**config.mk**
```make
export PLATFORM = sky130hd
export DESIGN_NAME = fb_scanout_arbiter_flat
export DESIGN_NICKNAME = d
export VERILOG_FILES = /design/src/rtl/fb_scanout_arbiter_pkg.sv /design/src/rtl/fb_scanout_arbiter_if.sv /design/src/rtl/fb_scanout_arbiter_sync_delay.sv /design/src/rtl/fb_scanout_arbiter.sv /design/src/flat_wrapper.sv
export SDC_FILE = /design/constraint.sdc
export NUM_CORES = 1
export LEC_CHECK = 0
export ABC_AREA = 1
export CORE_MARGIN = 1.5
export CORE_UTILIZATION = 40
export CTS_CLUSTER_SIZE = 30
export DETAILED_ROUTE_END_ITERATION = 8
export GPL_TIMING_DRIVEN = 0
export HOLD_SLACK_MARGIN = 0.1
export PLACE_DENSITY = 0.76
export SLEW_MARGIN = 15
export SYNTH_ARGS = -nofsm -noshare
export SYNTH_HDL_FRONTEND = slang
export SYNTH_HIERARCHICAL = 1
export SYNTH_SLANG_ARGS = --single-unit
```
**constraint.sdc**
```tcl
create_clock -name vga_clk -period 2.05 [get_ports vga_clk]
set_input_delay 0.41 -clock vga_clk [delete_from_list [all_inputs] [get_ports vga_clk]]
set_output_delay 0.41 -clock vga_clk [all_outputs]
set_load 0.03 [all_outputs]
```
**src/rtl/fb_scanout_arbiter_pkg.sv**
```systemverilog
// Shared types and helpers for the frame-buffer scanout arbiter:
// the RGB332 pixel layout, its 24-bit expansion, and the scan FSM encoding.
package fb_pkg;

    localparam int unsigned FB_W     = 320;
    localparam int unsigned FB_H     = 240;
    localparam int unsigned FB_WORDS = FB_W * FB_H;

    typedef struct packed {
        logic [2:0] r;
        logic [2:0] g;
        logic [1:0] b;
    } rgb332_t;

    typedef enum logic [2:0] {
        SCAN_RD  = 3'b001,
        SCAN_GAP = 3'b010,
        BLANK    = 3'b100
    } scan_state_e;

    // Bit replication keeps full-scale codes at 8'hFF and zero at 8'h00.
    function automatic logic [23:0] expand_rgb332(input rgb332_t p);
        return {p.r, p.r, p.r[2:1], p.g, p.g, p.g[2:1], p.b, p.b, p.b, p.b};
    endfunction

endpackage

```
**src/rtl/fb_scanout_arbiter_if.sv**
```systemverilog
// Loader write handshake plus single-port frame-buffer bus.
// slave = arbiter view; master = loader/memory environment view.
interface fb_scanout_arbiter_if #(
    parameter int unsigned ADDR_W = 17,
    parameter int unsigned DATA_W = 8
);

    logic              wr_valid;
    logic [ADDR_W-1:0] wr_addr;
    logic [DATA_W-1:0] wr_data;
    logic              wr_ready;

    logic [ADDR_W-1:0] mem_addr;
    logic [DATA_W-1:0] mem_wdata;
    logic              mem_we;
    logic [DATA_W-1:0] mem_rdata;

    modport slave (
        input  wr_valid, wr_addr, wr_data, mem_rdata,
        output wr_ready, mem_addr, mem_wdata, mem_we
    );

    modport master (
        output wr_valid, wr_addr, wr_data, mem_rdata,
        input  wr_ready, mem_addr, mem_wdata, mem_we
    );

endinterface

```
**src/rtl/fb_scanout_arbiter_sync_delay.sv**
```systemverilog
// Fixed-depth shift register for sync/blank alignment; every stage resets
// to RESET_VAL so the pins show idle syncs while the pipeline refills.
module sync_delay #(
    parameter int unsigned     DEPTH     = 3,
    parameter int unsigned     WIDTH     = 3,
    parameter logic [WIDTH-1:0] RESET_VAL = WIDTH'(3'b110)
) (
    input  logic             clk,
    input  logic             rst_n,
    input  logic [WIDTH-1:0] d_i,
    output logic [WIDTH-1:0] q_o
);

    logic [WIDTH-1:0] stage_q [DEPTH];

    always_ff @(posedge clk or negedge rst_n) begin
        if (!rst_n) begin
            for (int unsigned i = 0; i < DEPTH; i++) stage_q[i] <= RESET_VAL;
        end else begin
            stage_q[0] <= d_i;
            for (int unsigned i = 1; i < DEPTH; i++) stage_q[i] <= stage_q[i-1];
        end
    end

    assign q_o = stage_q[DEPTH-1];

endmodule

```
**src/rtl/fb_scanout_arbiter.sv**
```systemverilog
// Scanout/loader arbiter for a registered-read frame buffer, 3-cycle counter-to-pin latency.
// Optional FB_BORDER_EN forces a white one-pixel frame around the active area.
module fb_scanout_arbiter
    import fb_pkg::*;
#(
    parameter int unsigned H_ACTIVE    = 640,
    parameter int unsigned V_ACTIVE    = 480,
    parameter int unsigned SCALE_SHIFT = 1,
    parameter int unsigned ADDR_W      = 17,
    parameter int unsigned DATA_W      = 8
) (
    input  logic                  vga_clk,
    input  logic                  reset_n,
    input  logic [9:0]            hcount,
    input  logic [9:0]            vcount,
    input  logic                  hs_in,
    input  logic                  vs_in,
    input  logic                  blank_n_in,
    fb_scanout_arbiter_if.slave   bus,
    output logic [7:0]            vga_r,
    output logic [7:0]            vga_g,
    output logic [7:0]            vga_b,
    output logic                  vga_hs,
    output logic                  vga_vs,
    output logic                  vga_blank_n,
    output logic                  frame_start
);

    localparam int unsigned FB_W_P     = H_ACTIVE >> SCALE_SHIFT;
    localparam int unsigned FB_WORDS_P = FB_W_P * (V_ACTIVE >> SCALE_SHIFT);
    localparam logic [9:0]  LOW_MASK   = 10'((1 << SCALE_SHIFT) - 1);

    logic              active;
    logic              rd_slot;
    logic [ADDR_W-1:0] rd_addr;

    scan_state_e       state_d, state_q;
    logic [ADDR_W-1:0] mem_addr_d, mem_addr_q;
    logic [DATA_W-1:0] mem_wdata_d, mem_wdata_q;
    logic              mem_we_d, mem_we_q;

    logic              rd_ret_q;
    logic [DATA_W-1:0] hold_q, pix;
    logic [2:0]        sync_mid;
    logic [23:0]       rgb_d, rgb_q;
    logic [2:0]        sync_q;
    logic              frame_start_q;

    assign active  = (32'(hcount) < H_ACTIVE) && (32'(vcount) < V_ACTIVE);
    assign rd_slot = active && ((hcount & LOW_MASK) == '0);
    assign rd_addr = ADDR_W'(((32'(vcount) >> SCALE_SHIFT) * FB_W_P) + (32'(hcount) >> SCALE_SHIFT));

    always_ff @(posedge vga_clk or negedge reset_n) begin
        if (!reset_n) begin
            state_q     <= BLANK;
            mem_addr_q  <= '0;
            mem_wdata_q <= '0;
            mem_we_q    <= 1'b0;
        end else begin
            state_q     <= state_d;
            mem_addr_q  <= mem_addr_d;
            mem_wdata_q <= mem_wdata_d;
            mem_we_q    <= mem_we_d;
        end
    end

    // State is the counter classification of the current cycle; the registered
    // copy marks a read in flight at the memory stage.
    always_comb begin
        state_d      = BLANK;
        mem_addr_d   = mem_addr_q;
        mem_wdata_d  = mem_wdata_q;
        mem_we_d     = 1'b0;
        bus.wr_ready = 1'b0;
        if (active) state_d = rd_slot ? SCAN_RD : SCAN_GAP;
        unique case (state_d)
            SCAN_RD: begin
                mem_addr_d = rd_addr;
            end
            SCAN_GAP, BLANK: begin
                bus.wr_ready = 1'b1;
                if (bus.wr_valid && (32'(bus.wr_addr) < FB_WORDS_P)) begin
                    mem_addr_d  = bus.wr_addr;
                    mem_wdata_d = bus.wr_data;
                    mem_we_d    = 1'b1;
                end
            end
            default: ;
        endcase
    end

    assign bus.mem_addr  = mem_addr_q;
    assign bus.mem_wdata = mem_wdata_q;
    assign bus.mem_we    = mem_we_q;

    // Fresh read data bypasses the hold register so the read pixel itself
    // lands on the pins at t+3; replicated pixels come from hold.
    assign pix = rd_ret_q ? bus.mem_rdata : hold_q;

    always_ff @(posedge vga_clk or negedge reset_n) begin
        if (!reset_n) begin
            rd_ret_q <= 1'b0;
            hold_q   <= '0;
        end else begin
            rd_ret_q <= (state_q == SCAN_RD);
            hold_q   <= pix;
        end
    end

    // Two stages here plus the output register below give the 3-cycle alignment.
    sync_delay #(
        .DEPTH     (2),
        .WIDTH     (3),
        .RESET_VAL (3'b110)
    ) u_sync_delay (
        .clk   (vga_clk),
        .rst_n (reset_n),
        .d_i   ({hs_in, vs_in, blank_n_in}),
        .q_o   (sync_mid)
    );

`ifdef FB_BORDER_EN
    logic [9:0] h_dly_q [2];
    logic [9:0] v_dly_q [2];
    logic       on_border;

    always_ff @(posedge vga_clk or negedge reset_n) begin
        if (!reset_n) begin
            h_dly_q[0] <= '0;
            h_dly_q[1] <= '0;
            v_dly_q[0] <= '0;
            v_dly_q[1] <= '0;
        end else begin
            h_dly_q[0] <= hcount;
            h_dly_q[1] <= h_dly_q[0];
            v_dly_q[0] <= vcount;
            v_dly_q[1] <= v_dly_q[0];
        end
    end

    assign on_border = (h_dly_q[1] == '0) || (32'(h_dly_q[1]) == H_ACTIVE - 1) ||
                       (v_dly_q[1] == '0) || (32'(v_dly_q[1]) == V_ACTIVE - 1);
`endif

    always_comb begin
        rgb_d = '0;
        if (sync_mid[0]) begin
            rgb_d = expand_rgb332(rgb332_t'(pix[7:0]));
`ifdef FB_BORDER_EN
            if (on_border) rgb_d = '1;
`endif
        end
    end

    always_ff @(posedge vga_clk or negedge reset_n) begin
        if (!reset_n) begin
            rgb_q         <= '0;
            sync_q        <= 3'b110;
            frame_start_q <= 1'b0;
        end else begin
            rgb_q         <= rgb_d;
            sync_q        <= sync_mid;
            frame_start_q <= (hcount == '0) && (vcount == '0);
        end
    end

    assign vga_r       = rgb_q[23:16];
    assign vga_g       = rgb_q[15:8];
    assign vga_b       = rgb_q[7:0];
    assign vga_hs      = sync_q[2];
    assign vga_vs      = sync_q[1];
    assign vga_blank_n = sync_q[0];
    assign frame_start = frame_start_q;

endmodule
```
**src/flat_wrapper.sv**
```systemverilog
// flat-port wrapper written by rule: the top's interface ports become plain ports
module fb_scanout_arbiter_flat import fb_pkg::*;
#(
    parameter int unsigned H_ACTIVE    = 640,
    parameter int unsigned V_ACTIVE    = 480,
    parameter int unsigned SCALE_SHIFT = 1,
    parameter int unsigned ADDR_W      = 17,
    parameter int unsigned DATA_W      = 8
)
  (vga_clk, reset_n, hcount, vcount, hs_in, vs_in, blank_n_in, vga_r, vga_g, vga_b, vga_hs, vga_vs, vga_blank_n, frame_start, bus_wr_valid, bus_wr_addr, bus_wr_data, bus_mem_rdata, bus_wr_ready, bus_mem_addr, bus_mem_wdata, bus_mem_we);
  fb_scanout_arbiter_if #(.ADDR_W(ADDR_W), .DATA_W(DATA_W)) bus_i ();
  input  logic vga_clk;
  input  logic reset_n;
  input  logic [9:0] hcount;
  input  logic [9:0] vcount;
  input  logic hs_in;
  input  logic vs_in;
  input  logic blank_n_in;
  output logic [7:0] vga_r;
  output logic [7:0] vga_g;
  output logic [7:0] vga_b;
  output logic vga_hs;
  output logic vga_vs;
  output logic vga_blank_n;
  output logic frame_start;
  input wire logic [$bits(bus_i.wr_valid)-1:0] bus_wr_valid;
  input wire logic [$bits(bus_i.wr_addr)-1:0] bus_wr_addr;
  input wire logic [$bits(bus_i.wr_data)-1:0] bus_wr_data;
  input wire logic [$bits(bus_i.mem_rdata)-1:0] bus_mem_rdata;
  output wire logic [$bits(bus_i.wr_ready)-1:0] bus_wr_ready;
  output wire logic [$bits(bus_i.mem_addr)-1:0] bus_mem_addr;
  output wire logic [$bits(bus_i.mem_wdata)-1:0] bus_mem_wdata;
  output wire logic [$bits(bus_i.mem_we)-1:0] bus_mem_we;
  assign bus_i.wr_valid = bus_wr_valid;
  assign bus_i.wr_addr = bus_wr_addr;
  assign bus_i.wr_data = bus_wr_data;
  assign bus_i.mem_rdata = bus_mem_rdata;
  assign bus_wr_ready = bus_i.wr_ready;
  assign bus_mem_addr = bus_i.mem_addr;
  assign bus_mem_wdata = bus_i.mem_wdata;
  assign bus_mem_we = bus_i.mem_we;
  fb_scanout_arbiter #(.H_ACTIVE(H_ACTIVE), .V_ACTIVE(V_ACTIVE), .SCALE_SHIFT(SCALE_SHIFT), .ADDR_W(ADDR_W), .DATA_W(DATA_W)) u_core (.vga_clk(vga_clk), .reset_n(reset_n), .hcount(hcount), .vcount(vcount), .hs_in(hs_in), .vs_in(vs_in), .blank_n_in(blank_n_in), .bus(bus_i), .vga_r(vga_r), .vga_g(vga_g), .vga_b(vga_b), .vga_hs(vga_hs), .vga_vs(vga_vs), .vga_blank_n(vga_blank_n), .frame_start(frame_start));
endmodule
```
# ---- After elaboration in Yosys (flattened, before gate mapping)
# Index checks and enable logic that the tools add are counted.
dict set report word_totals {
  reg_bits 72
  input_bits 59
}
dict set report op_classes {
  n_addsub 1
  mul 1
  magnitude_cmp 3
  n_eq_ne 5
  mux 9
  n_reduce_logical 11
}
# cell count
set ops {}
lappend ops {{17-bit one-hot mux with 2 select lines} 1}
lappend ops {{10-bit logical NOT} 3}
lappend ops {{24-bit two-way mux} 1}
lappend ops {{17-bit by 9-bit adder with 17-bit output} 1}
lappend ops {{17-bit < comparator (second input constant)} 1}
lappend ops {{17-bit two-way mux} 1}
lappend ops {{9-bit by 3-bit multiplier with 11-bit output (second input constant)} 1}
lappend ops {{10-bit < comparator (second input constant)} 1}
lappend ops {{10-bit by 9-bit < comparator with 1-bit output (second input constant)} 1}
lappend ops {{8-bit two-way mux} 1}
lappend ops {{3-bit by 1-bit equality test with 1-bit output (second input constant)} 2}
lappend ops {{1-bit logical AND} 4}
lappend ops {{2-bit AND reduction} 2}
lappend ops {{3-bit by 2-bit equality test with 1-bit output (second input constant)} 1}
lappend ops {{3-bit equality test (second input constant)} 1}
lappend ops {{1-bit two-way mux} 3}
lappend ops {{3-bit two-way mux} 1}
lappend ops {{2-bit two-way mux} 1}
lappend ops {{2-bit by 1-bit != test with 1-bit output (second input constant)} 1}
lappend ops {{2-bit nonzero test} 1}
lappend ops {{2-bit OR reduction} 1}

# ---- Depth between registers and ports, before layout
dict set report depth {
  word_depth 9
  mapped_depth 14
  mapped_depth_nobuf 14
}

# ---- By module
# The synthesis kept the hierarchy.
# mod n_inst cells_per_inst area_per_inst_um2
set by_module_without_submodules {}
lappend by_module_without_submodules {fb_scanout_arbiter 1 352 2872.8}
lappend by_module_without_submodules {sync_delay 1 9 177.7}

# ---- Least setup slack after synthesis
# OpenSTA, ideal clock, no wires.
dict set report synth_timing {
  path_type {input port to flip-flop}
  startpoint {in vcount[2]}
  endpoint {reg u_core.mem_addr_q[15] (netlist: u_core/bus.mem_addr[15])}
  setup_time_ns 0.117
  arrival_ns 2.073
  t_required_ns 1.933
  slack_ns -0.140
  cell_stages 12
  n_path_buf 0
  cell_sequence {ha_1 ha_1 fa_1 nand2_1 nor2_1 nand2_1 nand2_1 nand2_1 nor2_2 nand4_1 nand3_1 nand2_1}
}
dict set report synth_between {
  elab_chain_cells 9
  word_cells_on_any_way 15
}
# element line
set synth_lines {}
lappend synth_lines {{start, declared} flat_wrapper.sv:15} ;# input logic [9:0] vcount;
lappend synth_lines {{parallel branches: the longest is 9 deep, another holds 17-bit by 9-bit adder with 17-bit output} n/a}
lappend synth_lines {{end signal, assigned} fb_scanout_arbiter.sv:61} ;# mem_addr_q <= mem_addr_d;
lappend synth_lines {{end, declared} fb_scanout_arbiter.sv:38} ;# logic [ADDR_W-1:0] mem_addr_d, mem_addr_q;
# Several ways; the timed one is not identified.
# A chain may end at the register's enable or synchronous reset.

# ---- Worst setup path in the final report
dict set report layout_timing {
  startpoint {in vcount[4]}
  endpoint {reg u_core.mem_addr_q[15] (netlist: u_core/bus.mem_addr[15])}
}
# Same word-level chain as after synthesis.

==> results by stage <==
Route:
- The pre-antenna-repair detailed-routing pass consisted of 5 iterations.
- The number of DRC markers in iteration 0 is 104.
- The remaining routing DRC violations is 0.
- For this block, the routed nets add up to just over 8000 um of wire.
- The mean routed wirelength per cell is 13.8 um.
- The total number of vias is around 2900.
- In this run the remaining antenna-violating nets after routing total 0.
- In the routed layout, each cell is associated on average with a via count of around 4.9.

Placement:
- The detailed-placement wirelength estimate is 6150 um.
- The count of port buffers added during placement is approximately 110.
- The weighted congestion at the end of routability-driven global placement is 0.833.
- The total cell area at the placement stage is approximately 4300 sq um.

Logic synthesis:
- When the netlist entered floorplanning its net count stood at between 400 and 500.
- By area the synthesized netlist is led by sky130_fd_sc_hd__dfrtp_1 (40%), sky130_fd_sc_hd__nand2_1 (14%), sky130_fd_sc_hd__nand3_1 (7.4%), sky130_fd_sc_hd__ha_1 (7.0%), sky130_fd_sc_hd__dfstp_2 (6.0%).
- The number of warnings issued by yosys is 6.
- The average instance in the mapped netlist occupies 8.45 sq um.
- The number of library cell types mapped by synthesis is 35.
- After synthesis the cells add up to between 3000 and 4000 sq um.
- The most area-hungry cell type in the Yosys netlist is sky130_fd_sc_hd__dfrtp_1.
- The fraction of synthesized cell area taken by the top area cell type is roughly two fifths.
- The gate count of the mapped netlist is roughly 360.
- Sequential elements use between 40% and 50% of the synthesized area.
- The number of storage elements in the synthesis netlist is 56.

Floorplanning:
- The floorplan step set the die height to about 90 um.
- The die footprint is roughly 8200 sq um.
- The placeable core region is about 7300 sq um.
- The number of standard-cell rows in the floorplan is 31.
- The count of pins on the block boundary is between 100 and 150.
- From left edge to right edge, the die measures between 90 and 100 um.
- The effective utilization at floorplan is 41.6%.

Layout:
- From synthesis to final layout, the design area changed by 49.9%.
- The finished cells cover 4570 sq um.
- The final net count is between 500 and 600.
- The number of fill cells in the layout is around 620.
- Of the cells placed in the final design, the portion with a size suffix greater than 1 is between 10% and 20%.
- The multi-input logic area is between 1000 and 1500 sq um.
- The area taken by flip-flops and latches is around 1400 sq um.
- The antenna diode count is 0.

Global route:
- The pin count of the biggest net entering global routing is 57.
- The global router's overall resource usage is around a fifth.
- For met1 alone, demand over resource in global routing was 25.1%.
- For this run the aggregate overflow at the end of global routing stands at 0.
- The first global-routing pass estimated ~13000 um of wire.
- The global routing's busiest layer is met2.
- The initial antenna violation count is 0.
- The number of global-route vias before repair is roughly 2800.
- For met3 alone, demand over resource in global routing was ~3.5%.
- The global routing usage on met2 is 36.1%.

Worst setup path:
- Counting cells, the worst reg-to-reg path comes to 4.
- The endpoint identified for the worst register-to-register timing path is u_core/rgb_q[20].
- The type of element capturing the critical path is a flip-flop.
- The worst endpoint data arrival time is around 2.2 ns.
- The startpoint of the lowest-slack register-to-register path is u_core/rd_ret_q.
- For flop-to-flop paths, the worst setup slack is between 0.8 and 0.9 ns.
- The critical path launch point is vcount[4].
- The peak fanout along the critical path is 4.
- The element type at the critical path start is a primary input.
- The kind of critical path is in2reg.
- For the worst setup path, the data required time is between 2 and 2.5 ns.

Clock network:
- The tree is rooted in a sky130_fd_sc_hd__clkbuf_8.
- The number of clock sinks is 56.
- TritonCTS built the clock tree.
- The number of clock buffers inserted by TritonCTS is 5.
- The hold buffer count at cts is 0.
- The H-tree depth is 2.
- The maximum count of clock buffers along a single path is 2.
- Clock latency on the worst-skew pair, taken at its later pin, is between 0.3 and 0.4 ns.
- The post-CTS clock slew at the launch and capture registers of the worst setup and hold paths is 0.10 ns.

Power:
- The maximum resistive drop on vdd is 0.000335 V.
- The power density relative to cell area is between 700 and 800 nW/um^2.
- The design draws between 0.003 and 0.004 W.
- The cell leakage power is ~2.2 nW.

Job:
- The tool flagged a number of max-cap violations equal to 0.

Timing:
- The largest clock skew in the final design is ~0.0046 ns.
- Timing would allow up to 492 MHz.
- The final number of max-transition violations is 0.
- Headroom to the max-slew limit came out at about 54%.
- Setup repair after global routing could not meet its margin everywhere.
- The sum of negative setup slack is 0 ns.
- At the pin with the least slew margin, the transition time is 0.687 ns.
- The final critical-path required period is ~2.0 ns.
- Setup violations remaining at the end of the flow were counted as 0.
- The final-report hold violation count is 0.
- The final worst-path cycle share is a little under 100%.

Run status:
- The run finished with clean final reports.

Worst hold path:
- The min-delay analysis places its worst path in the category in2async.
cell families (layout without fill, tap and decap cells):
| logic type | count (synthesis) | in the layout | share of synthesized area (%) |
|---|---|---|---|
| and+or+nand+nor | 201 | 201 | 29.4 |
| buffers and inverters | 57 | 183 | 10.4 |
| DFF | 56 | 56 | 46.2 |
| AOI/OAI and AO/OA | 28 | 28 | 5.70 |
| adders and majority gates | 19 | 19 | 8.29 |
sequential cells by signal (all words and copies together) (netlist names):
name                         cells
u_core/u_sync_delay/stage_q      3
u_core/bus.mem_addr             17
u_core/u_sync_delay/q_o          3
u_core/bus.mem_we                1
u_core/frame_start               1
u_core/hold_q                    8
u_core/rgb_q                     8
u_core/bus.mem_wdata             8
u_core/rd_ret_q                  1
u_core/state_q                   3
u_core/sync_q                    3
timing repair:
item / 4_1_cts / 5_1_grt
hold endpoints to repair: 0 / 0
pin swaps: 7 / 13
cloned: 0 / 0
buffers inserted: 2 / 4
gates resized for setup: 37 / 24
setup endpoints to repair: 8 / 5
worst max-delay path by stage:
stage	end	depth (start not counted)
after floorplan	u_core/bus.mem_addr[15]	12
after global placement	u_core/frame_start	1
after detailed placement	u_core/bus.mem_addr[15]	13
after CTS	u_core/bus.mem_addr[14]	14
after global routing	u_core/bus.mem_addr[15]	14
final	u_core/bus.mem_addr[15]	13
synth_stat cells:
| cell | count |
|---|---|
| sky130_fd_sc_hd__nand3_1 | 45 |
| sky130_fd_sc_hd__nand3_2 | 1 |
| sky130_fd_sc_hd__inv_2 | 1 |
| sky130_fd_sc_hd__a21oi_1 | 11 |
| sky130_fd_sc_hd__nor2_2 | 6 |
| sky130_fd_sc_hd__nand3_4 | 1 |
| sky130_fd_sc_hd__nor3b_1 | 1 |
| sky130_fd_sc_hd__dfstp_2 | 7 |
| sky130_fd_sc_hd__o21ai_1 | 3 |
| sky130_fd_sc_hd__o21bai_1 | 2 |
| sky130_fd_sc_hd__nand2_2 | 3 |
| sky130_fd_sc_hd__o211ai_2 | 1 |
| sky130_fd_sc_hd__o211ai_1 | 3 |
| sky130_fd_sc_hd__o311ai_1 | 1 |
| sky130_fd_sc_hd__o21ai_0 | 3 |
| sky130_fd_sc_hd__nor2_1 | 13 |
| sky130_fd_sc_hd__clkbuf_1 | 1 |
| sky130_fd_sc_hd__a31oi_1 | 1 |
| sky130_fd_sc_hd__a21o_1 | 1 |
| sky130_fd_sc_hd__nand2_1 | 117 |
| sky130_fd_sc_hd__buf_2 | 3 |
| sky130_fd_sc_hd__dfrtp_1 | 49 |
| sky130_fd_sc_hd__nand4_1 | 6 |
| sky130_fd_sc_hd__ha_1 | 17 |
| sky130_fd_sc_hd__or2_2 | 1 |
| sky130_fd_sc_hd__buf_4 | 20 |
| sky130_fd_sc_hd__o21a_1 | 1 |
| sky130_fd_sc_hd__nor4_1 | 5 |
| sky130_fd_sc_hd__nand3b_1 | 1 |
| sky130_fd_sc_hd__fa_1 | 2 |
| sky130_fd_sc_hd__inv_1 | 28 |
| sky130_fd_sc_hd__a21oi_2 | 1 |
| sky130_fd_sc_hd__buf_6 | 3 |
| sky130_fd_sc_hd__or2_4 | 1 |
| sky130_fd_sc_hd__inv_4 | 1 |
cell usage in the layout (no fill, tap or decap), types with 2 or more instances in the layout:
cell	synthesis	routed
sky130_fd_sc_hd__dfstp_2	7	7
sky130_fd_sc_hd__buf_6	3	4
sky130_fd_sc_hd__clkbuf_8	0	5
sky130_fd_sc_hd__clkbuf_2	0	2
sky130_fd_sc_hd__nor4_1	5	5
sky130_fd_sc_hd__o21ai_1	3	3
sky130_fd_sc_hd__dlygate4sd2_1	0	4
sky130_fd_sc_hd__nand4_1	6	6
sky130_fd_sc_hd__o21ai_0	3	3
sky130_fd_sc_hd__nor2_1	13	13
sky130_fd_sc_hd__ha_1	17	7
sky130_fd_sc_hd__nand3_2	1	4
sky130_fd_sc_hd__buf_4	20	28
sky130_fd_sc_hd__nand2_1	117	113
sky130_fd_sc_hd__nor2_4	0	2
sky130_fd_sc_hd__dfrtp_1	49	49
sky130_fd_sc_hd__nand2_2	3	6
sky130_fd_sc_hd__inv_1	28	28
sky130_fd_sc_hd__clkdlybuf4s50_1	0	100
sky130_fd_sc_hd__o211ai_1	3	3
sky130_fd_sc_hd__nor2_2	6	4
sky130_fd_sc_hd__ha_4	0	8
sky130_fd_sc_hd__a21oi_1	11	10
sky130_fd_sc_hd__buf_2	3	4
sky130_fd_sc_hd__o21bai_1	2	2
sky130_fd_sc_hd__nand3_1	45	42
sky130_fd_sc_hd__ha_2	0	2
worst max-delay path, cell delays in order:
cell	delay, ns
sky130_fd_sc_hd__buf_8	0.10
sky130_fd_sc_hd__ha_4	0.24
sky130_fd_sc_hd__ha_4	0.17
sky130_fd_sc_hd__fa_2	0.57
sky130_fd_sc_hd__nand2_1	0.07
sky130_fd_sc_hd__nor2_1	0.08
sky130_fd_sc_hd__nand2_1	0.07
sky130_fd_sc_hd__nand2_1	0.07
sky130_fd_sc_hd__nand2_2	0.08
sky130_fd_sc_hd__nor2_4	0.14
sky130_fd_sc_hd__nand4_1	0.09
sky130_fd_sc_hd__nand3_1	0.09
sky130_fd_sc_hd__nand2_1	0.05
per-stage QoR:
step	hold WS, ns	instances	setup slack (ns)	utilization, %
3_3_place_gp	0.334	573	-1.13	59.1
5_1_grt	0.188	586	-0.0887	62.4
3_5_place_dp	0.347	573	-0.815	59.1
6_report	0.134	586	0.0191	62.4
2_1_floorplan	0.114	361	-0.0551	-
4_1_cts	0.162	582	0.00210	61.2
report_power, final:
group | internal (W) | total, W | switching, W
clock network | 0.000244 | 0.000613 | 0.000369
registers | 0.00128 | 0.00137 | 0.0000869
logic | 0.000675 | 0.00151 | 0.000839
total | 0.00220 | 0.00349 | 0.00129
layer usage:
layer	up-vias	wire, um
met5	-	0
met4	0	134
met3	14	454
met2	113	4080
met1	1326	3410
li1	1409	-
cell type report:
type                       instances  share of cell area [%]
sequential                        56                    30.8
inverter                          30                    2.52
clock buffer                       5                    1.51
timing repair buffer             119                    25.2
multi-input combinational        248                    32.4
clock inverter                     3                   0.465
buffer                            26                    4.32
tap                               99                    2.71
No activity file was read; power rests on OpenSTA's default activity.
